## src/rtl/id_stage.sv

```systemverilog
// id_stage: RV32I decode with 32x32 regfile, WB write-through bypass, load-use stall and replay.
// Define ID_STRICT_DECODE_EN for full funct7 checks on OP/shift-imm and funct3 check on FENCE.
module id_stage #(
  parameter logic [31:0] RESET_PC  = 32'h0000_0000,
  parameter logic [31:0] NOP_INSTR = 32'h0000_0013
) (
  input  logic        clk_i,
  input  logic        rst_i,
  input  logic        flush_i,
  input  logic [31:0] pc_i,
  input  logic [31:0] instr_i,
  input  logic        valid_i,
  input  logic [4:0]  ex_rd_i,
  input  logic        ex_mem_read_i,
  input  logic        wb_we_i,
  input  logic [4:0]  wb_rd_i,
  input  logic [31:0] wb_data_i,
  output logic        stall_o,
  output logic [31:0] pc_o,
  output logic [31:0] instr_o,
  output logic [31:0] rs1_data_o,
  output logic [31:0] rs2_data_o,
  output logic [31:0] imm_o,
  output logic [4:0]  rs1_o,
  output logic [4:0]  rs2_o,
  output logic [4:0]  rd_o,
  output logic [2:0]  funct3_o,
  output logic [3:0]  alu_op_o,
  output logic        alu_src_imm_o,
  output logic        alu_src_pc_o,
  output logic        reg_we_o,
  output logic        mem_read_o,
  output logic        mem_write_o,
  output logic        branch_o,
  output logic        jal_o,
  output logic        jalr_o,
  output logic        illegal_o,
  output logic        valid_o
);

  localparam logic [3:0] ALU_ADD   = 4'd0;
  localparam logic [3:0] ALU_SUB   = 4'd1;
  localparam logic [3:0] ALU_SLL   = 4'd2;
  localparam logic [3:0] ALU_SLT   = 4'd3;
  localparam logic [3:0] ALU_SLTU  = 4'd4;
  localparam logic [3:0] ALU_XOR   = 4'd5;
  localparam logic [3:0] ALU_SRL   = 4'd6;
  localparam logic [3:0] ALU_SRA   = 4'd7;
  localparam logic [3:0] ALU_OR    = 4'd8;
  localparam logic [3:0] ALU_AND   = 4'd9;
  localparam logic [3:0] ALU_PASSB = 4'd10;

  typedef struct packed {
    logic        valid;
    logic        illegal;
    logic [31:0] pc;
    logic [31:0] instr;
    logic [31:0] rs1_data;
    logic [31:0] rs2_data;
    logic [31:0] imm;
    logic [4:0]  rs1;
    logic [4:0]  rs2;
    logic [4:0]  rd;
    logic [2:0]  funct3;
    logic [3:0]  alu_op;
    logic        src_imm;
    logic        src_pc;
    logic        reg_we;
    logic        mem_read;
    logic        mem_write;
    logic        branch;
    logic        jal;
    logic        jalr;
  } idex_t;

  logic [31:0] rf_q [32];
  logic        replay_q;
  logic [31:0] rpl_pc_q;
  logic [31:0] rpl_instr_q;
  idex_t       ex_q, ex_d, dec, bubble;

  logic        src_valid;
  logic [31:0] src_pc, src_instr;
  assign src_valid = replay_q | valid_i;
  assign src_pc    = replay_q ? rpl_pc_q : pc_i;
  assign src_instr = replay_q ? rpl_instr_q : instr_i;

  logic [6:0] opc;
  logic [2:0] f3;
  logic [4:0] rs1, rs2;
  assign opc = src_instr[6:0];
  assign f3  = src_instr[14:12];
  assign rs1 = src_instr[19:15];
  assign rs2 = src_instr[24:20];

  logic is_lui, is_auipc, is_jal, is_jalr, is_branch;
  logic is_load, is_store, is_opimm, is_op, is_fence;
  assign is_lui    = opc == 7'b0110111;
  assign is_auipc  = opc == 7'b0010111;
  assign is_jal    = opc == 7'b1101111;
  assign is_jalr   = opc == 7'b1100111;
  assign is_branch = opc == 7'b1100011;
  assign is_load   = opc == 7'b0000011;
  assign is_store  = opc == 7'b0100011;
  assign is_opimm  = opc == 7'b0010011;
  assign is_op     = opc == 7'b0110011;
  assign is_fence  = opc == 7'b0001111;

  logic [31:0] imm_i, imm_s, imm_b, imm_u, imm_j;
  assign imm_i = {{20{src_instr[31]}}, src_instr[31:20]};
  assign imm_s = {{20{src_instr[31]}}, src_instr[31:25], src_instr[11:7]};
  assign imm_b = {{19{src_instr[31]}}, src_instr[31], src_instr[7],
                  src_instr[30:25], src_instr[11:8], 1'b0};
  assign imm_u = {src_instr[31:12], 12'b0};
  assign imm_j = {{11{src_instr[31]}}, src_instr[31], src_instr[19:12],
                  src_instr[20], src_instr[30:21], 1'b0};

  logic bad_op, bad_opimm, bad_fence;
`ifdef ID_STRICT_DECODE_EN
  logic [6:0] f7;
  assign f7        = src_instr[31:25];
  assign bad_op    = !(f7 == 7'h00 ||
                       (f7 == 7'h20 && (f3 == 3'b000 || f3 == 3'b101)));
  assign bad_opimm = (f3 == 3'b001 && f7 != 7'h00) ||
                     (f3 == 3'b101 && f7 != 7'h00 && f7 != 7'h20);
  assign bad_fence = f3 != 3'b000;
`else
  assign bad_op    = 1'b0;
  assign bad_opimm = 1'b0;
  assign bad_fence = 1'b0;
`endif

  // x0 masking wins over the bypass, so a WB to x0 never leaks through
  logic [31:0] rs1_val, rs2_val;
  always_comb begin
    rs1_val = rf_q[rs1];
    if (wb_we_i && wb_rd_i == rs1) rs1_val = wb_data_i;
    if (rs1 == 5'd0) rs1_val = '0;
    rs2_val = rf_q[rs2];
    if (wb_we_i && wb_rd_i == rs2) rs2_val = wb_data_i;
    if (rs2 == 5'd0) rs2_val = '0;
  end

  logic [3:0] alu_f3;
  always_comb begin
    alu_f3 = ALU_ADD;
    unique case (f3)
      3'b000: alu_f3 = (is_op && src_instr[30]) ? ALU_SUB : ALU_ADD;
      3'b001: alu_f3 = ALU_SLL;
      3'b010: alu_f3 = ALU_SLT;
      3'b011: alu_f3 = ALU_SLTU;
      3'b100: alu_f3 = ALU_XOR;
      3'b101: alu_f3 = src_instr[30] ? ALU_SRA : ALU_SRL;
      3'b110: alu_f3 = ALU_OR;
      3'b111: alu_f3 = ALU_AND;
    endcase
  end

  logic illegal;
  always_comb begin
    dec          = '0;
    dec.valid    = 1'b1;
    dec.pc       = src_pc;
    dec.instr    = src_instr;
    dec.rs1      = rs1;
    dec.rs2      = rs2;
    dec.rd       = src_instr[11:7];
    dec.funct3   = f3;
    dec.rs1_data = rs1_val;
    dec.rs2_data = rs2_val;
    illegal      = 1'b0;
    unique case (1'b1)
      is_lui: begin
        dec.imm = imm_u; dec.alu_op = ALU_PASSB;
        dec.src_imm = 1'b1; dec.reg_we = 1'b1;
      end
      is_auipc: begin
        dec.imm = imm_u; dec.src_imm = 1'b1;
        dec.src_pc = 1'b1; dec.reg_we = 1'b1;
      end
      is_jal: begin
        dec.imm = imm_j; dec.src_imm = 1'b1; dec.src_pc = 1'b1;
        dec.reg_we = 1'b1; dec.jal = 1'b1;
      end
      is_jalr: begin
        dec.imm = imm_i; dec.src_imm = 1'b1;
        dec.reg_we = 1'b1; dec.jalr = 1'b1;
      end
      is_branch: begin
        dec.imm = imm_b; dec.alu_op = ALU_SUB; dec.branch = 1'b1;
      end
      is_load: begin
        dec.imm = imm_i; dec.src_imm = 1'b1;
        dec.reg_we = 1'b1; dec.mem_read = 1'b1;
      end
      is_store: begin
        dec.imm = imm_s; dec.src_imm = 1'b1; dec.mem_write = 1'b1;
      end
      is_opimm: begin
        dec.imm = imm_i; dec.alu_op = alu_f3;
        dec.src_imm = 1'b1; dec.reg_we = 1'b1;
        illegal = bad_opimm;
      end
      is_op: begin
        dec.alu_op = alu_f3; dec.reg_we = 1'b1;
        illegal = bad_op;
      end
      is_fence: begin
        dec.imm = imm_i;
        illegal = bad_fence;
      end
      default: illegal = 1'b1;
    endcase
    if (illegal) begin
      dec.illegal   = 1'b1;
      dec.imm       = '0;
      dec.alu_op    = ALU_ADD;
      dec.src_imm   = 1'b0;
      dec.src_pc    = 1'b0;
      dec.reg_we    = 1'b0;
      dec.mem_read  = 1'b0;
      dec.mem_write = 1'b0;
      dec.branch    = 1'b0;
      dec.jal       = 1'b0;
      dec.jalr      = 1'b0;
    end
  end

  logic use_rs1, use_rs2;
  assign use_rs1 = !(is_lui || is_auipc || is_jal || is_fence);
  assign use_rs2 = is_branch || is_store || is_op;

  assign stall_o = src_valid && ex_mem_read_i && ex_rd_i != 5'd0 &&
                   ((use_rs1 && ex_rd_i == rs1) ||
                    (use_rs2 && ex_rd_i == rs2)) && !flush_i;

  always_comb begin
    bubble       = '0;
    bubble.pc    = src_pc;
    bubble.instr = NOP_INSTR;
    ex_d         = bubble;
    if (!flush_i && !stall_o && src_valid) ex_d = dec;
  end

  always_ff @(posedge clk_i or posedge rst_i) begin
    if (rst_i) begin
      for (int i = 0; i < 32; i++) rf_q[i] <= '0;
    end else if (wb_we_i && wb_rd_i != 5'd0) begin
      rf_q[wb_rd_i] <= wb_data_i;
    end
  end

  always_ff @(posedge clk_i or posedge rst_i) begin
    if (rst_i) begin
      ex_q        <= '0;
      ex_q.pc     <= RESET_PC;
      ex_q.instr  <= NOP_INSTR;
      replay_q    <= 1'b0;
      rpl_pc_q    <= '0;
      rpl_instr_q <= '0;
    end else begin
      ex_q <= ex_d;
      if (flush_i) begin
        replay_q <= 1'b0;
      end else if (stall_o) begin
        replay_q    <= 1'b1;
        rpl_pc_q    <= src_pc;
        rpl_instr_q <= src_instr;
      end else begin
        replay_q <= 1'b0;
      end
    end
  end

  assign valid_o       = ex_q.valid;
  assign illegal_o     = ex_q.illegal;
  assign pc_o          = ex_q.pc;
  assign instr_o       = ex_q.instr;
  assign rs1_data_o    = ex_q.rs1_data;
  assign rs2_data_o    = ex_q.rs2_data;
  assign imm_o         = ex_q.imm;
  assign rs1_o         = ex_q.rs1;
  assign rs2_o         = ex_q.rs2;
  assign rd_o          = ex_q.rd;
  assign funct3_o      = ex_q.funct3;
  assign alu_op_o      = ex_q.alu_op;
  assign alu_src_imm_o = ex_q.src_imm;
  assign alu_src_pc_o  = ex_q.src_pc;
  assign reg_we_o      = ex_q.reg_we;
  assign mem_read_o    = ex_q.mem_read;
  assign mem_write_o   = ex_q.mem_write;
  assign branch_o      = ex_q.branch;
  assign jal_o         = ex_q.jal;
  assign jalr_o        = ex_q.jalr;

endmodule
```

## config.mk

```make
export PLATFORM = sky130hd
export DESIGN_NAME = id_stage
export DESIGN_NICKNAME = d
export VERILOG_FILES = /design/src/rtl/id_stage.sv
export SDC_FILE = /design/constraint.sdc
export NUM_CORES = 2
export LEC_CHECK = 0
export CORE_ASPECT_RATIO = 0.6
export CORE_UTILIZATION = 40
export CTS_CLUSTER_DIAMETER = 200
export CTS_CLUSTER_SIZE = 10
export DETAILED_ROUTE_END_ITERATION = 8
export GPL_TIMING_DRIVEN = 0
export PLACE_DENSITY = 0.68
export SLEW_MARGIN = 30
export SYNTH_ARGS = -nofsm -noshare
export SYNTH_HDL_FRONTEND = slang
export SYNTH_SLANG_ARGS = --single-unit
```

## constraint.sdc

```tcl
create_clock -name clk_i -period 55 [get_ports clk_i]
set_input_delay 11 -clock clk_i [delete_from_list [all_inputs] [get_ports clk_i]]
set_output_delay 11 -clock clk_i [all_outputs]
set_load 0.005 [all_outputs]
```

==> impl_metrics.env <==
export IMPL_path_clk_slew_ns=0.05
export IMPL_p_total_uw=2678
export IMPL_routed_wl_um=289700
export IMPL_drive_above_1_share_pct=30.21
export IMPL_drt_pass1_iter_count=7
export IMPL_place_area_um2=71120
export IMPL_fin_ws_ns=29.40
export IMPL_maxCapViolCount=0
export IMPL_core_um2=159200
export IMPL_p_leak_uw=0.03226
export IMPL_netlist_instances=5434
export IMPL_postRouteAntennaNets=0
export IMPL_ir_drop_uv=27.14
export IMPL_cp_max_fo=11
export IMPL_ctsResizeCount=0
export IMPL_p_per_area_nw_per_um2=35.62
export IMPL_areaGrowthSynthToFinish_pct=16.53
export IMPL_tightest_slew_ns=1.244
export IMPL_ys_seq_area_share_pct=49.00
export IMPL_synth_seq_cells=1263
export IMPL_drt_iter0_markers=8311
export IMPL_start_util_pct=40.52
export IMPL_dieHeight_um=313.1
export IMPL_dp_hpwl_um=219200
export IMPL_cts_setup_buffers=0
export IMPL_min_period_ns=25.60
export IMPL_holdWs_ns=0.4798
export IMPL_synth_top_area_share_pct=48.88
export IMPL_grt_usage_pct=34.99
export IMPL_max_stage_delay_ns=0.59
export IMPL_io_buffers=298
export IMPL_ys_top_cells_by_area="dfrtp_1 (49%), mux2_2 (19%), mux4_2 (7.8%)"
export IMPL_status="complete, no violations"
export IMPL_synth_edff_count=0
export IMPL_cp_arrival_ns=14.60
export IMPL_io_pins=305
export IMPL_hold_class="flip-flop to flip-flop"
export IMPL_path_cells="clkdlybuf4s50_1 > mux2i_2 > xnor2_1 > nor4_2 > o2111ai_2 > a21oi_1 > buf_2 > buf_2 > clkdlybuf4s50_1"
export IMPL_cts_buffers=144
export IMPL_clockBufferDepth=3
export IMPL_drcViolationCount=0
export IMPL_die_area_um2=162900
export IMPL_cts_sinks=1263
export IMPL_path_class="input pin to output pin"
export IMPL_startpoint_type="input pin"
export IMPL_yosysWarnings=0
export IMPL_dp_slack_ns=29.51
export IMPL_syn_area_per_cell_um2=11.87
export IMPL_gp_congestion=1.079
export IMPL_cts_max_level=4
export IMPL_synth_nets=5546
export IMPL_crit_buf_inv=4
export IMPL_syn_area_um2=64510
export IMPL_grt_overflow_total=0
export IMPL_grt_pass1_wl_um=396100
export IMPL_fin_crit_sh_pct=46.55
export IMPL_fin_cells=8114
export IMPL_ys_async_sr_fraction_pct=100.0
export IMPL_yosys_area_top_type="dfrtp_1"
export IMPL_cpLargestDelayFamily="buffers and inverters"
export IMPL_layout_commonest_cell="dfrtp_1"
export IMPL_worstPathRequired_ns=44.00
export IMPL_synth_cell_types=57
export IMPL_finalMaxSlewViolations=0
export IMPL_reg2reg_slack_ns=49.72
export IMPL_slowest_stage="clkdlybuf4s50_1"
export IMPL_slew_headroom_pct=17.05
export IMPL_die_w_um=520.5
export IMPL_grt_max_degree=95
export IMPL_hold_buffers=0
export IMPL_viasPerCell=6.514
export IMPL_finalHoldViolations=0
export IMPL_finalClockSkew_ns=0.04053
export IMPL_end_kind="output pin"
export IMPL_fin_area_um2=75180
export IMPL_max_freq_mhz=39.06
export IMPL_rsz0062_at_grt="false"
export IMPL_clock_tree_root_cell="clkbuf_16"
export IMPL_place_inst=7906
export IMPL_vias=52860
export IMPL_antenna_found_initial=27
export IMPL_nets=6049
export IMPL_row_count=113
export IMPL_clk_latency_ns=0.82
export IMPL_mostFrequentLayoutCells="dfrtp_1 (1,260), mux2_2 (1,066), nand2_1 (695)"
export IMPL_cts_tree="yes"
export IMPL_grt_pass1_vias=50100
export IMPL_wire_per_inst_um=35.70
export IMPL_synthFlopType="dfrtp_1"
export IMPL_setup_viol=0
## path summary, 6_finish.rpt
check	to	cells past startpoint	startpoint
setup / recovery	stall_o	9	instr_i[18]
hold reg to reg	rpl_pc_q[11]	1	rpl_pc_q[11]
max in group asynchronous	rf_q[789]	5	rst_i
min in group asynchronous	pc_o[18]	2	rst_i
hold / removal	rpl_pc_q[11]	1	rpl_pc_q[11]
setup reg to reg	rs2_data_o[16]	12	replay_q
## cell type report
class                   count  area [µm²]
fillers                 14340       84020
flip-flops and latches   1263       31610
multi-input cells        3604       30580
clock buffers             156        3712
repair buffers            357        3687
well taps                2127        2661
plain buffers             556        2641
clock inverters            11       162.7
diodes                     29       72.57
inverters                  11       48.80
## metrics by stage
stage | setup TNS, ns | utilization [%]
floorplan | 0 | -
global placement | -7334.30 | 44.07
detailed placement | 0 | 44.67
CTS | 0 | 47.11
global route | 0 | 47.19
finish | 0 | 47.22
## layer usage
layer  share of wire, %  vias to the layer above  global-route usage (%)
met3                 20                      596                   26.98
met1                 40                    27460                   46.88
met2                 36                     3981                   41.82
met5               0.68                        -                   4.600
met4                3.0                       36                   9.625
li1                   -                    20780                       -
## Yosys cell counts (all sizes together) (8+ instances only)
master   number
dfrtp      1260
mux2       1087
nand2       696
nor2        336
clkbuf      305
mux2i       265
buf         251
mux4        224
nand3       215
nor3        161
a31oi        99
a32oi        86
a21oi        85
a221oi       75
o22ai        43
a22oi        34
nand4        33
o221ai       33
a2111oi      32
o21ai        23
xnor2        21
inv          11
or3           8
## where the power goes
part | internal, µW | leakage (µW) | switching [µW]
logic | 256 | 0.0141 | 323
clock network | 476 | 0.00190 | 404
registers | 1090 | 0.0163 | 134
## sequential cells by signal, summed over array words and instances (netlist names), 18 cells and up
name	flops
rf_q	1024
imm_o	32
rs2_data_o	32
rs1_data_o	32
rpl_pc_q	32
instr_o	18
rpl_instr_q	32
pc_o	32
## kinds of logic after synthesis
logic type	synth area share [%]
mux	30.99
xor+xnor	0.2851
flops	49.00
simple gates	9.719
compound gates	5.894
buf+inv	4.110
No activity file was read; power rests on OpenSTA's default activity.
